**config.mk**
```make
export PLATFORM = sky130hd
export DESIGN_NAME = dma_burst_packer
export DESIGN_NICKNAME = d
export VERILOG_FILES = /design/src/rtl/dma_burst_packer.sv
export SDC_FILE = /design/constraint.sdc
export NUM_CORES = 1
export LEC_CHECK = 0
export CAP_MARGIN = 5
export CORE_ASPECT_RATIO = 0.7
export CORE_MARGIN = 2
export CORE_UTILIZATION = 40
export DETAILED_ROUTE_END_ITERATION = 12
export PLACE_DENSITY = 0.7
export SETUP_SLACK_MARGIN = 0.5
export SLEW_MARGIN = 20
export SYNTH_ARGS = -nofsm -noshare
export SYNTH_HDL_FRONTEND = slang
export SYNTH_SLANG_ARGS = --single-unit
```
**constraint.sdc**
```tcl
create_clock -name clockCore -period 5.13 [get_ports clockCore]
set_input_delay 1.026 -clock clockCore [delete_from_list [all_inputs] [get_ports clockCore]]
set_output_delay 1.026 -clock clockCore [all_outputs]
set_load 0.01 [all_outputs]
```
**src/rtl/dma_burst_packer.sv**
```systemverilog
// Packs FIFO words into header-prefixed bursts for the TLP engine.
// Bursts are capped by maxBurst, the remaining job words and the 4 KB page edge.
module dma_burst_packer (
    input  logic        clockCore,
    input  logic        resetCore,
    input  logic [63:0] fifoDataOut,
    input  logic        fifoEmpty,
    input  logic [3:0]  fifoDepth,
    output logic        fifoPop,
    input  logic        start,
    input  logic        cfgEnable,
    input  logic [31:0] cfgBaseAddr,
    input  logic [15:0] cfgTotalWords,
    input  logic [3:0]  cfgMaxBurst,
    output logic        outValid,
    input  logic        outReady,
    output logic [63:0] outData,
    output logic        outSop,
    output logic        outEop,
    output logic        busy,
    output logic        done,
    output logic        errAbort,
    output logic [15:0] wordsSent
);

    typedef enum logic [2:0] {sIdle, sWait, sHdr, sData, sDone} state_t;

    state_t      state;
    logic [31:0] addr;
    logic [15:0] remaining;
    logic [3:0]  maxB;
    logic [3:0]  curLen;
    logic [3:0]  beatCnt;
    logic [63:0] hdr;
    logic [3:0]  maxBIn;
    logic [3:0]  len;
    logic [15:0] toBoundary;

    // Burst length: min(remaining, maxB, words left before the 4 KB edge)
    always_comb begin
        maxBIn = cfgMaxBurst;
        if (cfgMaxBurst == 4'd0)
            maxBIn = 4'd1;
        else if (cfgMaxBurst > 4'd8)
            maxBIn = 4'd8;
        toBoundary = 16'd512 - {7'd0, addr[11:3]};
        len = maxB;
        if (remaining < {12'd0, len})
            len = remaining[3:0];
        if (toBoundary < {12'd0, len})
            len = toBoundary[3:0];
    end

    // Payload beats pass the FIFO head straight through; no pop without a handshake
    always_comb begin
        outValid = 1'b0;
        outSop   = 1'b0;
        outEop   = 1'b0;
        outData  = '0;
        fifoPop  = 1'b0;
        case (state)
            sHdr: begin
                outValid = 1'b1;
                outSop   = 1'b1;
                outData  = hdr;
            end
            sData: begin
                outValid = !fifoEmpty;
                outData  = fifoDataOut;
                outEop   = (beatCnt == 4'd1);
                fifoPop  = !fifoEmpty && outReady;
            end
            default: ;
        endcase
    end

    assign busy = (state == sWait) || (state == sHdr) || (state == sData);
    assign done = (state == sDone);

    always_ff @(posedge clockCore) begin
        if (!resetCore) begin
            state     <= sIdle;
            addr      <= '0;
            remaining <= '0;
            maxB      <= '0;
            curLen    <= '0;
            beatCnt   <= '0;
            hdr       <= '0;
            errAbort  <= 1'b0;
            wordsSent <= '0;
        end else begin
            case (state)
                sIdle: begin
                    if (start && cfgEnable) begin
                        if (cfgTotalWords == 16'd0) begin
                            state <= sDone;
                        end else begin
                            addr      <= cfgBaseAddr & ~32'h7;
                            remaining <= cfgTotalWords;
                            maxB      <= maxBIn;
                            wordsSent <= '0;
                            errAbort  <= 1'b0;
                            state     <= sWait;
                        end
                    end
                end
                sWait: begin
                    // Abort is only honoured here, so a started burst always completes
                    if (!cfgEnable) begin
                        errAbort <= 1'b1;
                        state    <= sDone;
                    end else if (fifoDepth >= len) begin
                        hdr    <= {addr, 24'd0, 4'd0, len};
                        curLen <= len;
                        state  <= sHdr;
                    end
                end
                sHdr: begin
                    if (outReady) begin
                        beatCnt <= curLen;
                        state   <= sData;
                    end
                end
                sData: begin
                    if (fifoPop) begin
                        beatCnt   <= beatCnt - 4'd1;
                        remaining <= remaining - 16'd1;
                        wordsSent <= wordsSent + 16'd1;
                        if (beatCnt == 4'd1) begin
                            addr  <= addr + {25'd0, curLen, 3'd0};
                            state <= (remaining == 16'd1) ? sDone : sWait;
                        end
                    end
                end
                sDone:   state <= sIdle;
                default: state <= sIdle;
            endcase
        end
    end

endmodule

```
==> results of run 1 <==
==> sequential cells by signal (all words and copies together) (netlist names) <==
register   cells
maxB           4
addr          29
beatCnt        4
errAbort       1
curLen         3
state          3
wordsSent     16
hdr           30
remaining     16
==> area by class of cell <==
class	count	area, um^2
Multi-Input combinational cell	731	4320
Timing Repair Buffer	226	2260
Sequential cell	106	2120
Clock inverter	7	81.3
Inverter	22	82.6
Clock buffer	9	225
Tap cell	225	282
Fill cell	1529	6970
==> critical path, stage by stage (launching register included) <==
cell and delay [ns]:
sky130_fd_sc_hd__dfxtp_1 0.35, sky130_fd_sc_hd__or4_4 0.57, sky130_fd_sc_hd__nor4_4 0.36, sky130_fd_sc_hd__o21ai_4 0.13, sky130_fd_sc_hd__mux2_2 0.30, sky130_fd_sc_hd__inv_1 0.06, sky130_fd_sc_hd__ha_1 0.23, sky130_fd_sc_hd__and2_1 0.18
sky130_fd_sc_hd__o221ai_1 0.13, sky130_fd_sc_hd__o21ai_2 0.10, sky130_fd_sc_hd__mux2i_1 0.24, sky130_fd_sc_hd__buf_4 0.18, sky130_fd_sc_hd__nand3_1 0.09, sky130_fd_sc_hd__and2_1 0.18, sky130_fd_sc_hd__ha_1 0.30, sky130_fd_sc_hd__a21oi_2 0.19
sky130_fd_sc_hd__o21ai_2 0.09, sky130_fd_sc_hd__and2_2 0.25, sky130_fd_sc_hd__buf_12 0.17, sky130_fd_sc_hd__nand2_1 0.12, sky130_fd_sc_hd__a21oi_1 0.07
==> synthesized netlist by cell type (3+ instances only) <==
library cell	n	share of area, %
sky130_fd_sc_hd__dfxtp_1	106	32
sky130_fd_sc_hd__a211oi_1	10	1.1
sky130_fd_sc_hd__or3_1	6	0.56
sky130_fd_sc_hd__o31ai_1	6	0.67
sky130_fd_sc_hd__buf_2	5	0.37
sky130_fd_sc_hd__o21ai_0	55	4.1
sky130_fd_sc_hd__clkbuf_1	54	3.0
sky130_fd_sc_hd__xor2_1	3	0.39
sky130_fd_sc_hd__nor4_1	12	1.1
sky130_fd_sc_hd__nor3_1	24	1.8
sky130_fd_sc_hd__and3_1	9	0.84
sky130_fd_sc_hd__mux2i_1	41	6.1
sky130_fd_sc_hd__o21bai_1	3	0.34
sky130_fd_sc_hd__nand4_1	10	0.93
sky130_fd_sc_hd__nand2b_1	7	0.65
sky130_fd_sc_hd__and2_1	42	3.9
sky130_fd_sc_hd__inv_1	22	1.2
sky130_fd_sc_hd__nand3b_1	5	0.56
sky130_fd_sc_hd__xnor2_1	13	1.7
sky130_fd_sc_hd__nor2b_1	4	0.37
sky130_fd_sc_hd__o31a_1	3	0.39
sky130_fd_sc_hd__o41ai_1	6	0.78
sky130_fd_sc_hd__a31oi_1	11	1.0
sky130_fd_sc_hd__ha_1	19	3.6
sky130_fd_sc_hd__nor3b_1	3	0.34
sky130_fd_sc_hd__nand2_1	143	8.0
sky130_fd_sc_hd__o21a_1	7	0.78
sky130_fd_sc_hd__nor2_1	111	6.2
sky130_fd_sc_hd__o211ai_1	6	0.67
sky130_fd_sc_hd__o221a_2	3	0.50
sky130_fd_sc_hd__o22ai_1	4	0.37
sky130_fd_sc_hd__a41oi_1	3	0.39
sky130_fd_sc_hd__a21oi_1	99	7.4
sky130_fd_sc_hd__nand3_1	18	1.3
==> cells by family after synthesis <==
logic type / Yosys count / synth area share, %
AOI/OAI and AO/OA: 246 / 22.7
xor gates and xnor gates: 16 / 2.09
adders and majority gates: 20 / 3.85
buffers and inverters: 83 / 4.75
DFF: 106 / 31.7
muxes: 43 / 6.52
and+or+nand+nor: 406 / 28.4
==> power groups by stage <==
stage	logic, mW	registers [mW]	clock network (mW)
after floorplan	0.747	1.02	0
after detailed placement	1.04	1.06	0
after global routing	1.25	1.07	0.759
after global placement	1.02	1.06	0
after CTS	1.06	1.05	0.723
final	1.14	1.05	0.711
==> routing by layer <==
layer	up-vias	GRT usage (%)	wire [um]
met3	20	4.83	1540
met4	0	4.44	231
li1	3618	-	-
met2	273	36.5	9660
met1	3432	32.0	9850
met5	-	0	0
==> worst min-delay path by stage <==
stage	startpoint	endpoint	slack, ns	cells past startpoint
5_1_grt	hdr[62]	hdr[62]	0.48	2
3_3_place_gp	hdr[57]	hdr[57]	0.45	2
3_5_place_dp	hdr[59]	hdr[59]	0.45	2
6_report	hdr[44]	hdr[44]	0.46	2
4_1_cts	hdr[59]	hdr[59]	0.46	2
2_1_floorplan	hdr[35]	hdr[35]	0.44	2
==> what timing repair did <==
action | 4_1_cts | 5_1_grt
resized for setup | 2 | 19
setup endpoints to repair | 33 | 35
hold buffers | 0 | 0
pin swaps | 1 | 4
gates cloned | 0 | 1
buffers inserted | 1 | 3
==> stage by stage <==
| step | util (%) | instances |
|---|---|---|
| after floorplan | - | 920 |
| after global placement | 54.7 | 1305 |
| after detailed placement | 54.7 | 1305 |
| after CTS | 56.7 | 1322 |
| after global routing | 57.4 | 1326 |
| final | 57.4 | 1326 |
==> results_tabular.tex, run 1 <==
\begin{tabular}{lr}
\hline
Metric & Value \\
\hline
\multicolumn{2}{l}{\textbf{Clock network}} \\
Clock transition at path regs & 0.08 ns \\
\# H-tree levels & 3 \\
Clock network latency to the later pin of the worst-skew pair & 0.36 ns \\
Clock root buffer & sky130\_fd\_sc\_hd\_\_clkbuf\_16 \\
TritonCTS clock tree & done \\
Worst-case clock buffer depth & 2 \\
Number of clock sinks seen by CTS & 106 \\
Number of buffers created by CTS & 9 \\
\multicolumn{2}{l}{\textbf{STA}} \\
Normalized max-slew margin & roughly a third \\
Slew Limit Fails & 0 \\
Peak Freq & between 200 and 250 MHz \\
Post-route fraction of the period consumed by the critical path & 87.1\% \\
Unrepaired setup endpoints after global routing & false \\
Post-route worst hold slack & 0.458 ns \\
Total Negative Setup Slacks & 0 ns \\
Final count of negative-setup-slack endpoints & 0 \\
Clk\_skew & 0.0116 ns \\
Final setup slack of the worst path & $\sim$0.66 ns \\
Final Hold Viols & 0 \\
Worst-Margin Slew & 0.999 ns \\
Final critical-path required period & 4.47 ns \\
\multicolumn{2}{l}{\textbf{Synthesis}} \\
Post-synth net total & approximately 1,100 \\
Yosys reg bits & 106 \\
Proportion of register bits with asynchronous set or reset after synthesis & 0\% \\
Commonest register cell after synthesis & sky130\_fd\_sc\_hd\_\_dfxtp\_1 \\
Number of warnings reported in the yosys synthesis log & 0 \\
Proportion of synthesized chip area in sequential cells & 31.7\% \\
Distinct cell type count after synthesis & 67 \\
Post-synthesis average cell area & slightly above 7 um\^{}2 \\
Cells after Synth & 920 \\
EDFF count, synth & 0 \\
Mapped cell area & 6700 um\^{}2 \\
\multicolumn{2}{l}{\textbf{Floorplan}} \\
Horiz. Die Dim & around 160 um \\
Standard-cell rows & 39 \\
Die boundary height & around 110 um \\
Overall die area & around 18,000 um\^{}2 \\
Core region area & $\sim$16,000 um\^{}2 \\
Top-Level Pins & about 210 \\
Starting Density & about two fifths \\
\multicolumn{2}{l}{\textbf{Cells and area}} \\
Leading cell type in the layout, fill and taps excluded & sky130\_fd\_sc\_hd\_\_clkdlybuf4s50\_1 \\
Diode count & 0 \\
Design Area, Final & 9380 um\^{}2 \\
Highest-count cells in the layout ignoring fill and taps & 209 x sky130\_fd\_sc\_hd\_\_clkdlybuf4s50\_1, 141 x sky130\_fd\_sc\_hd\_\_nand2\_1, 111 x sky130\_fd\_sc\_hd\_\_nor2\_1, 105 x sky130\_fd\_sc\_hd\_\_dfxtp\_1, 97 x sky130\_fd\_sc\_hd\_\_a21oi\_1 \\
Layout Nets & 1,242 \\
Fraction of layout instances using a drive strength above 1 & under 10\% \\
Area delta synth->final & 40.0\% \\
\multicolumn{2}{l}{\textbf{Global route}} \\
Antenna violations before repair & 1 \\
Total Routing Usage GR & between 20\% and 30\% \\
Grt ovf & 0 \\
Maximum number of pins on one net before global-route repair & 100 \\
Via count of the first global-routing pass & 6,505 \\
Wire length of the first global-routing pass & 32.9 mm \\
\multicolumn{2}{l}{\textbf{Place}} \\
Total cell area at the placement stage & 8940 um\^{}2 \\
GPL Wtd Cong & a little under 0.9 \\
Minimum setup slack after placement & 0.342 ns \\
Number of port buffers & 209 \\
Final HPWL from detailed placement & 15.3 mm \\
\multicolumn{2}{l}{\textbf{Setup path}} \\
R2R Path End & hdr[63] \\
Kind of start point of the critical path & register \\
Critical Path AT & roughly 4.7 ns \\
Crit. Startpoint & remaining[7] \\
Kind of end point of the critical path & register \\
R2r setup slk & 0.66 ns \\
Classification of the worst setup path & register to register \\
Worst Path Max Fanout & 17 \\
Critical path capture point & hdr[63] \\
FF-to-FF Start & remaining[7] \\
Cells on worst reg2reg path & 20 \\
Endpoint required time on the critical path & 5.34 ns \\
\multicolumn{2}{l}{\textbf{Detailed routing}} \\
DRC marker count from the first detailed-route iteration & 514 \\
Detailed Route WL & 21.3 mm \\
Final ANT Viol Nets & 0 \\
Routed len/inst & 16.0 um \\
Number of vias after detailed routing & 7,343 \\
Via-to-Cell Ratio & approximately 5.5 \\
Detailed-route DRC error count & 0 \\
Number of iterations in the first detailed-routing pass & 7 \\
\multicolumn{2}{l}{\textbf{Run status}} \\
Status & complete, no violations \\
\multicolumn{2}{l}{\textbf{Hold path}} \\
Type of the most critical hold path & register to register \\
\multicolumn{2}{l}{\textbf{Power}} \\
IR drop worst, VDD & $\sim$0.19 mV \\
Logic gate share of total power & 39.4\% \\
Fraction of power spent switching nets & between 30\% and 40\% \\
Part of the total power dissipated in the clock network & between 20\% and 30\% \\
Power consumption & 2.91 mW \\
Leakage power summed over all cells & 3.25 nW \\
P\_int & between 1.5 and 2 mW \\
NetSw & 1.13 mW \\
Power share of the sequential group & between 30\% and 40\% \\
Ratio of total power to cell area & just over 300 nW/um\^{}2 \\
\multicolumn{2}{l}{\textbf{Run}} \\
Maximum capacitance violations & 0 \\
\hline
\end{tabular}
Note: power is estimated with default switching activity, not from simulation.
==> run 2, diff against run 1 <==
CAP_MARGIN = default   (was 5)
SLEW_MARGIN = default   (was 20)
==> results of run 2 <==
The final DEF is identical to that of run 1; final timing and power are the same.
